==> src/rtl/lock_controller.sv <==
// Access-control FSM: acts on the comparator's EQUAL flag when CHECK is sampled in IDLE.
// It drives UNLOCK, ERR and LOCKED_OUT, and enforces a timed lockout after repeated failures.
// `LOCK_ALARM_EN adds the ALARM output. When the macro is undefined, ALARM is tied to 0.
module lock_controller #(
  parameter int MAX_TRIES      = 3,
  parameter int OPEN_CYCLES    = 8,
  parameter int LOCKOUT_CYCLES = 16
) (
  input  logic                             CLK,
  input  logic                             RST,
  input  logic                             CHECK,
  input  logic                             EQUAL,
  output logic                             UNLOCK,
  output logic                             ERR,
  output logic                             LOCKED_OUT,
  output logic                             ALARM,
  output logic                             BUSY,
  output logic [$clog2(MAX_TRIES+1)-1:0]   FAIL_CNT
);

  localparam int FC_W    = $clog2(MAX_TRIES+1);
  localparam int CNT_MAX = (OPEN_CYCLES > LOCKOUT_CYCLES) ? OPEN_CYCLES : LOCKOUT_CYCLES;
  localparam int CNT_W   = ($clog2(CNT_MAX) < 1) ? 1 : $clog2(CNT_MAX);

  typedef enum logic [1:0] {IDLE, OPEN, FAIL, LOCKOUT} state_t;

  state_t           state;
  logic [CNT_W-1:0] cnt;
  logic             last_try;
  logic             lock_enter;

  assign BUSY       = (state != IDLE);
  // The attempt that reaches MAX_TRIES locks out instead of pulsing ERR.
  assign last_try   = (int'(FAIL_CNT) + 1) >= MAX_TRIES;
  assign lock_enter = (state == IDLE) && CHECK && !EQUAL && last_try;

  always_ff @(posedge CLK or posedge RST) begin
    if (RST) begin
      state      <= IDLE;
      cnt        <= '0;
      FAIL_CNT   <= '0;
      UNLOCK     <= 1'b0;
      ERR        <= 1'b0;
      LOCKED_OUT <= 1'b0;
    end else begin
      ERR <= 1'b0;
      case (state)
        IDLE: if (CHECK) begin
          if (EQUAL) begin
            state    <= OPEN;
            FAIL_CNT <= '0;
            cnt      <= CNT_W'(OPEN_CYCLES - 1);
            UNLOCK   <= 1'b1;
          end else if (last_try) begin
            state      <= LOCKOUT;
            FAIL_CNT   <= FC_W'(MAX_TRIES);
            cnt        <= CNT_W'(LOCKOUT_CYCLES - 1);
            LOCKED_OUT <= 1'b1;
          end else begin
            state    <= FAIL;
            FAIL_CNT <= FAIL_CNT + FC_W'(1);
            ERR      <= 1'b1;
          end
        end
        FAIL: state <= IDLE;
        OPEN: begin
          if (cnt == '0) begin
            state  <= IDLE;
            UNLOCK <= 1'b0;
          end else begin
            cnt <= cnt - CNT_W'(1);
          end
        end
        LOCKOUT: begin
          if (cnt == '0) begin
            state      <= IDLE;
            LOCKED_OUT <= 1'b0;
            FAIL_CNT   <= '0;
          end else begin
            cnt <= cnt - CNT_W'(1);
          end
        end
        default: state <= IDLE;
      endcase
    end
  end

`ifdef LOCK_ALARM_EN
  // Follows next-cycle LOCKED_OUT. A CHECK during lockout (tamper) also raises it for one cycle.
  always_ff @(posedge CLK or posedge RST) begin
    if (RST) ALARM <= 1'b0;
    else     ALARM <= lock_enter || ((state == LOCKOUT) && ((cnt != '0) || CHECK));
  end
`else
  assign ALARM = 1'b0;
`endif

endmodule
==> config.mk <==
export PLATFORM = sky130hd
export DESIGN_NAME = lock_controller
export DESIGN_NICKNAME = d
export VERILOG_FILES = /design/src/rtl/lock_controller.sv
export SDC_FILE = /design/constraint.sdc
export NUM_CORES = 1
export LEC_CHECK = 0
export CORE_MARGIN = 4
export CORE_UTILIZATION = 35
export CTS_CLUSTER_DIAMETER = 150
export DETAILED_ROUTE_END_ITERATION = 6
export PLACE_DENSITY_LB_ADDON = 0.15
export REMOVE_ABC_BUFFERS = 1
export SYNTH_ARGS = -nofsm -noshare
export SYNTH_HDL_FRONTEND = slang
export SYNTH_SLANG_ARGS = --single-unit
==> constraint.sdc <==
create_clock -name CLK -period 1.6 [get_ports CLK]
set_clock_uncertainty 0.1 [all_clocks]
set_input_delay 0.24 -clock CLK [delete_from_list [all_inputs] [get_ports CLK]]
set_output_delay 0.24 -clock CLK [all_outputs]
set_load 0.005 [all_outputs]
# Word level (Yosys, flattened, before mapping)
# Cells that the tools add are included.
[word_totals]
out_inout_bits = 7
inputBits = 4
word_cells = 60
register_bits = 11
[op_classes]
n_addsub = 3
n_reduce_logical = 12
n_eq_ne = 12
magnitude_cmp = 1
n_mux = 26
[op_table]
columns = ["cell", "count"]
rows = [
  ["$mux W4", 4],
  ["$ne A2 B2 Y1 const B", 7],
  ["$mux W2", 6],
  ["$mux W1", 11],
  ["$pmux W4 S2", 1],
  ["$reduce_and A4 Y1", 2],
  ["$reduce_bool A2 Y1", 4],
  ["$pmux W2 S3", 1],
  ["$reduce_and A5 Y1", 1],
  ["$eq A2 B2 Y1 const B", 2],
  ["$logic_not A4 Y1", 1],
  ["$pmux W1 S2", 2],
  ["$pmux W2 S2", 1],
  ["$sub A4 B1 Y4 const B", 1],
  ["$add A2 B1 Y3 const B", 1],
  ["$ge A3 B2 Y1 const B", 1],
  ["$ne A3 B3 Y1 const B", 1],
  ["$reduce_and A3 Y1", 1],
  ["$add A2 B1 Y2 const B", 1],
  ["$eq A2 B1 Y1 const B", 1],
  ["$logic_not A2 Y1", 1],
  ["$ne A2 B1 Y1 const B", 1],
  ["$reduce_and A2 Y1", 1],
  ["$reduce_or A2 Y1", 1],
]

# Logic depth before layout (Yosys ltp)
# Gate-level depths: netlist (run 1).
[depth]
ltp_word = 6
ltp_mapped = 5
ltp_nobuf = 5

# Worst setup path before layout (run 1)
# OpenSTA, ideal clock, no wires.
[synth_path]
path_type = "register -> register"
from = "reg cnt[0]"
to = "reg FAIL_CNT[0]"
n_path_buf = 0
path_stages_with_launch = 6
setup_slack_ns = 0.157
arrival_ns = 1.216
t_required_ns = 1.373
setup_time_ns = 0.127
synth_period_minus_slack_ns = 1.443
path_cell_list = "dfrtp_1 -> inv_1 -> ha_1 -> nor3b_2 -> and3_2 -> o32ai_2"
[synth_between]
elab_chain_len = 3
[synth_lines]
columns = ["element", "line", "source"]
rows = [
  ["start, declared", "28", "logic [CNT_W-1:0] cnt;"],
  ["start signal, assigned", "52", "cnt <= CNT_W'(OPEN_CYCLES - 1);"],
  ["start signal, assigned", "57", "cnt <= CNT_W'(LOCKOUT_CYCLES - 1);"],
  ["start signal, assigned", "71", "cnt <= cnt - CNT_W'(1);"],
  ["$logic_not A4 Y1", "75", "if (cnt == '0) begin"],
  ["$ne A2 B2 Y1 (no source line)", "n/a", ""],
  ["$reduce_and A3 Y1 (no source line)", "n/a", ""],
  ["end signal, assigned", "56", "FAIL_CNT <= FC_W'(MAX_TRIES);"],
  ["end signal, assigned", "61", "FAIL_CNT <= FAIL_CNT + FC_W'(1);"],
  ["end, declared", "18", "output logic [$clog2(MAX_TRIES+1)-1:0] FAIL_CNT"],
]
# No other way between the ends.
# A chain may end at the register's enable or synchronous reset.

# Final worst setup path (run 1)
[layout_path]
from = "reg FAIL_CNT[1]"
to = "out FAIL_CNT[1]"
# No word-level cell between the ends.

==> run metrics, run 1 <==
GP Congestion=about 0.74; Rows=14; placed insts=just over 90; fillers=159; total design power=~1500 uW; CP endpoint kind=output pin; Hold Crit Class=input port to asynchronous set/reset pin; Post-Synth XOR/XNOR Area=0%; die width=49.7 um; largest family of logic cells by synthesized area=compound AO/OA/AOI/OAI gates; PD cells=1810 mW/mm2; Initial Utilization=38.7%; Slew Limit Fails=0; run status=finished clean; syn avg cell area=10.3 um2; Critical Path RT=between 1000 and 1500 ps; CTS max path bufs=2; FF+latch count, synth=11; Chip Height=49.7 um; Period minus WS final=between 1500 and 2000 ps; cell count after synthesis=slightly below 60; compound-cell area share of the yosys netlist=23.2%; Crit path buffers/inverters=1; via count=531; type of the worst setup path=register to output pin; core area=about 0.0016 mm2; die area=about 0.0025 mm2; multi-input gate area in the final layout=304 um2; DRC viols=0; layout cell share with drive strength beyond 1=between 30% and 40%; synthesized area=609 um2; Synth area leaders=dfrtp_1 45%, nor3b_2 4.1%, o21ai_0 4.1%; Pleak=between 0.0003 and 0.0004 uW; Vias/cell=5.36; Root Buffer=clkbuf_4; Worst Setup Start Kind=register; Worst-path clk slew=around 70 ps; largest net degree at the start of global routing=12; multiplexer share of the synthesized area=0%; Synth Warn #=0; count of final hold-check violations=0; first-pass GRT wire length=approximately 2.4 mm; CTS Sinks=11; crit-path cells=clkdlybuf4s50_1; initial antenna violation count=0; CTS tree=yes; CP Max Fanout=7; Crit path arrival time=roughly 1200 ps; Buffers on Ports=9; Simple-Gate Fraction of Synth Area=around 23%; placed inst area=approximately 780 um2; Max stage delay on crit path=520 ps; sequential share of the synthesized area=around 45%; Finished Layout Cells=a little under 100; leading area contributor after synthesis=dfrtp_1; count of final setup violators=0; GR Util All Layers=~13%; Yosys cell types=31; Synth Area in Adders=between 2 and 2.5%; TritonCTS buffer count=3; HPWL after DPL=just under 1 mm; 1st-pass router iterations=4; wire per inst=roughly 13 um; vias in the first global route=roughly 540; area share of the largest cell type after synthesis=approximately 45%; max_cap viols=0; DRT iter0 DRCs=9; RSZ-0062 raised after global routing=no; family with the most delay on the worst path=buffers and inverters; WP depth=1; NumNets Final=89; WL final=1.27 mm; H-tree depth=1; fmax=approximately 650 MHz; Slowest-stage cell, CP=clkdlybuf4s50_1; Post-CTS Hold Buffers=0; total congestion overflow=0; FF-to-FF path depth=4; IO Count=11; Final Cell Area=833 um2; Ant. Diodes=0; Layout area overhead=36.8%; Max IR drop VDD=about 0.85 mV; Skew-Pair Late Insertion Delay=270 ps; fin crit share=a little over nine tenths; sequential cell area=about 280 um2; Final ANT Viol Nets=0
-- final timing paths --
path                               endpoint  slack, ps   startpoint
worst max-delay path            FAIL_CNT[1]         60  FAIL_CNT[1]
worst min-delay path                    ERR        160          RST
worst max register to register       cnt[1]        100     state[1]
worst min register to register   LOCKED_OUT        440   LOCKED_OUT
max in group asynchronous       FAIL_CNT[1]        910          RST
min in group CLK                 LOCKED_OUT        440   LOCKED_OUT
-- synthesized netlist by cell type --
master     number
a31oi_1         1
a22o_1          1
a2bb2oi_2       1
o21ai_1         1
o21a_1          1
or3b_1          1
nor3b_2         2
o22ai_4         1
or3b_4          1
ha_1            1
buf_6           1
a211oi_1        1
o32ai_2         1
inv_1           5
and3b_1         1
nor2b_1         3
and3_2          1
a221oi_1        1
nand2_1         4
nor3_1          1
nand3b_1        1
buf_4           1
conb_1          1
nor2_1          4
dfrtp_1        11
o21ai_0         5
nand3_1         2
a21oi_1         1
nor4_1          1
o31a_1          1
o211ai_1        1
-- where the power goes --
part | switching (uW) | internal (uW) | leakage, uW
sequential | 119 | 399 | 0.000124
combinational | 337 | 465 | 0.000227
clock | 92.8 | 96.6 | 0.0000150
total | 548 | 960 | 0.000365
-- flip-flops by register name, summed over array words and instances, names as in the netlist --
name / flops
UNLOCK: 1
LOCKED_OUT: 1
ERR: 1
cnt: 4
FAIL_CNT: 2
state: 2
-- per-layer routing --
| layer | wire length [um] | vias up | GRT usage (%) |
|---|---|---|---|
| li1 | - | 261 | - |
| met1 | 577 | 254 | 16.2 |
| met2 | 609 | 16 | 18.7 |
| met3 | 85 | 0 | 6.02 |
| met4 | 0 | 0 | 3.23 |
| met5 | 0 | - | 0 |
-- metrics by stage --
step	setup WS, ps	util, %	setup TNS (ps)	hold WS [ps]
finish	64.0	52.9	0	160
global route	10.1	52.9	0	215
CTS	25.0	51.9	0	187
detailed placement	-23.2	49.2	-42.7	437
global placement	-4.04	49.2	-4.04	421
floorplan	157	-	0	-7.56
-- cell families (layout without fill, tap and decap cells) --
| group | Yosys count | in the layout |
|---|---|---|
| adders and majority gates | 1 | 1 |
| buffers and inverters | 7 | 31 |
| DFF | 11 | 11 |
| AOI/OAI and AO/OA | 17 | 17 |
| other | 1 | 1 |
| and+or+nand+nor | 22 | 22 |
-- cell type report --
class,count,area share [%]
repair buffers,22,22.4
multi-input cells,41,36.5
clock buffers,4,3.15
well taps,16,2.40
inverters,5,2.25
flip-flops and latches,11,33.3
-- timing repair --
action,4_1_cts,5_1_grt
endpoints found under the setup margin,2,2
gates resized for setup,5,1
hold endpoints to repair,0,0
cloned,0,0
buffers inserted,1,2
-- worst register-to-register path: stages, from the launching register on --
cell       delay (ps)
dfrtp_2           430
buf_4             160
or3b_4            430
o22ai_4           170
a2bb2oi_2         140
-- cells in the final DEF, fill, tap and decap left out, types with 2 or more instances in the layout --
cell type	count
nand2_1	4
nor3b_2	2
clkbuf_4	3
o21ai_0	4
dfrtp_2	2
nand3_1	2
nor2_1	3
inv_1	5
clkdlybuf4s50_1	8
buf_4	13
dfrtp_1	9
nor2b_1	3
o21ai_1	2
Note: power is estimated with default switching activity, not from simulation.
==> run 2, diff against run 1 <==
--- a/config.mk
+++ b/config.mk
@@ -9,7 +9,6 @@
 export CORE_UTILIZATION = 35
 export CTS_CLUSTER_DIAMETER = 150
 export DETAILED_ROUTE_END_ITERATION = 6
-export PLACE_DENSITY_LB_ADDON = 0.15
 export REMOVE_ABC_BUFFERS = 1
 export SYNTH_ARGS = -nofsm -noshare
 export SYNTH_HDL_FRONTEND = slang
==> run 2 against run 1 <==
Combinational power up 7.2%; die area unchanged; wire length up 16%.
==> run metrics, run 2 (synthesis results as in run 1) <==
run status=finished clean; Period minus WS final=1530 ps; Hold Crit Class=input port to asynchronous set/reset pin; Post-CTS Hold Buffers=0; IO Count=11; fillers=between 100 and 150; count of final setup violators=0; Buffers on Ports=9; largest net degree at the start of global routing=12; CP endpoint kind=register; first-pass GRT wire length=2.32 mm; placed inst area=783 um2; type of the worst setup path=register to register; max_cap viols=0; DRT iter0 DRCs=9; initial antenna violation count=0; 1st-pass router iterations=4; core area=roughly 0.0016 mm2; Crit path arrival time=1600 ps; wire per inst=between 10 and 15 um; Ant. Diodes=0; Most flops, register=cnt; most frequent cells in the layout=14 x buf_4, 9 x dfrtp_1, 8 x clkdlybuf4s50_1, 5 x inv_1; CP Max Fanout=4; sequential cell area=between 200 and 300 um2; layout cell share with drive strength beyond 1=35.7%; fmax=between 600 and 700 MHz; Min Hold Slack=approximately 160 ps; GR Util All Layers=between 10% and 20%; NumNets Final=90; post-layout util=between 50% and 60%; multi-input gate area in the final layout=between 300 and 400 um2; Worst-path clk slew=about 70 ps; WL final=about 1.5 mm; H-tree depth=1; Layout area overhead=39.6%; Final Cell Area=between 800 and 900 um2; Pleak=0.000371 uW; count of final hold-check violations=0; HPWL after DPL=a little over 1 mm; Chip Height=just under 50 um; most common cell after layout, fill and taps aside=buf_4; Critical Path RT=about 1700 ps; DRC viols=0; Worst Setup Start Kind=register; CTS max path bufs=2; biggest regs=cnt x4, FAIL_CNT x2, state x2; die area=~0.0025 mm2; via count=between 500 and 600; die width=around 50 um; CTS tree=yes; Slew Limit Fails=0; GP Congestion=0.763; total design power=approximately 1600 uW; Skew-Pair Late Insertion Delay=270 ps; Final ANT Viol Nets=0; Max IR drop VDD=between 0.8 and 0.9 mV; vias in the first global route=between 500 and 600; Root Buffer=clkbuf_4; PD cells=between 1500 and 2000 mW/mm2; fin crit share=95.6%; TritonCTS buffer count=3; total congestion overflow=0; Initial Utilization=~39%; Rows=14; max FFs per register=4; CTS Sinks=11; Vias/cell=about 5.6
-- run 2: path summary, 6_finish.rpt --
check	endpoint	depth (start not counted)	start	slack (ps)
max	FAIL_CNT[1]	6	cnt[1]	70
min	UNLOCK	2	RST	160
max reg2reg	FAIL_CNT[1]	6	cnt[1]	70
min reg2reg	LOCKED_OUT	2	LOCKED_OUT	420
max in group asynchronous	FAIL_CNT[1]	2	RST	900
min in group CLK	LOCKED_OUT	2	LOCKED_OUT	420
-- run 2: cell type report --
class | instances | area share, %
Clock buffer | 4 | 3.09
Inverter | 5 | 2.21
Multi-Input combinational cell | 41 | 36.9
Sequential cell | 11 | 32.6
Tap cell | 16 | 2.35
Timing Repair Buffer | 23 | 22.8
-- run 2: report_power, final --
group	internal [uW]	total, uW	switching, uW
Combinational	485	860	375
Sequential	398	518	119
Clock	96.6	191	94.5
-- run 2: metrics by stage --
stage          setup WS [ps]  setup TNS [ps]  std cells
6_report                69.7               0        100
5_1_grt                -25.6           -31.4        100
4_1_cts                 15.9               0         98
3_5_place_dp           -48.0           -88.7         93
3_3_place_gp           -3.09           -3.09         93
2_1_floorplan            157               0         57
-- run 2: repair_timing --
| action | 4_1_cts | 5_1_grt |
|---|---|---|
| resized for setup | 5 | 4 |
| setup buffers | 1 | 2 |
| setup endpoints to repair | 2 | 4 |
| hold endpoints to repair | 0 | 0 |
-- run 2: layer usage --
metal / vias to the layer above / GRT usage [%] / routed length, um
li1: 265 / - / -
met1: 263 / 16.3 / 671
met4: 0 / 6.91 / 40
met2: 23 / 18.9 / 692
met5: - / 0 / 0
met3: 6 / 3.01 / 70
-- run 2: worst max-delay path, stage by stage, from the launching register on --
cell and delay (ps):
dfrtp_1 350, inv_1 50, ha_2 190, nor3b_2 160
buf_4 160, and3_2 240, a211oi_2 180
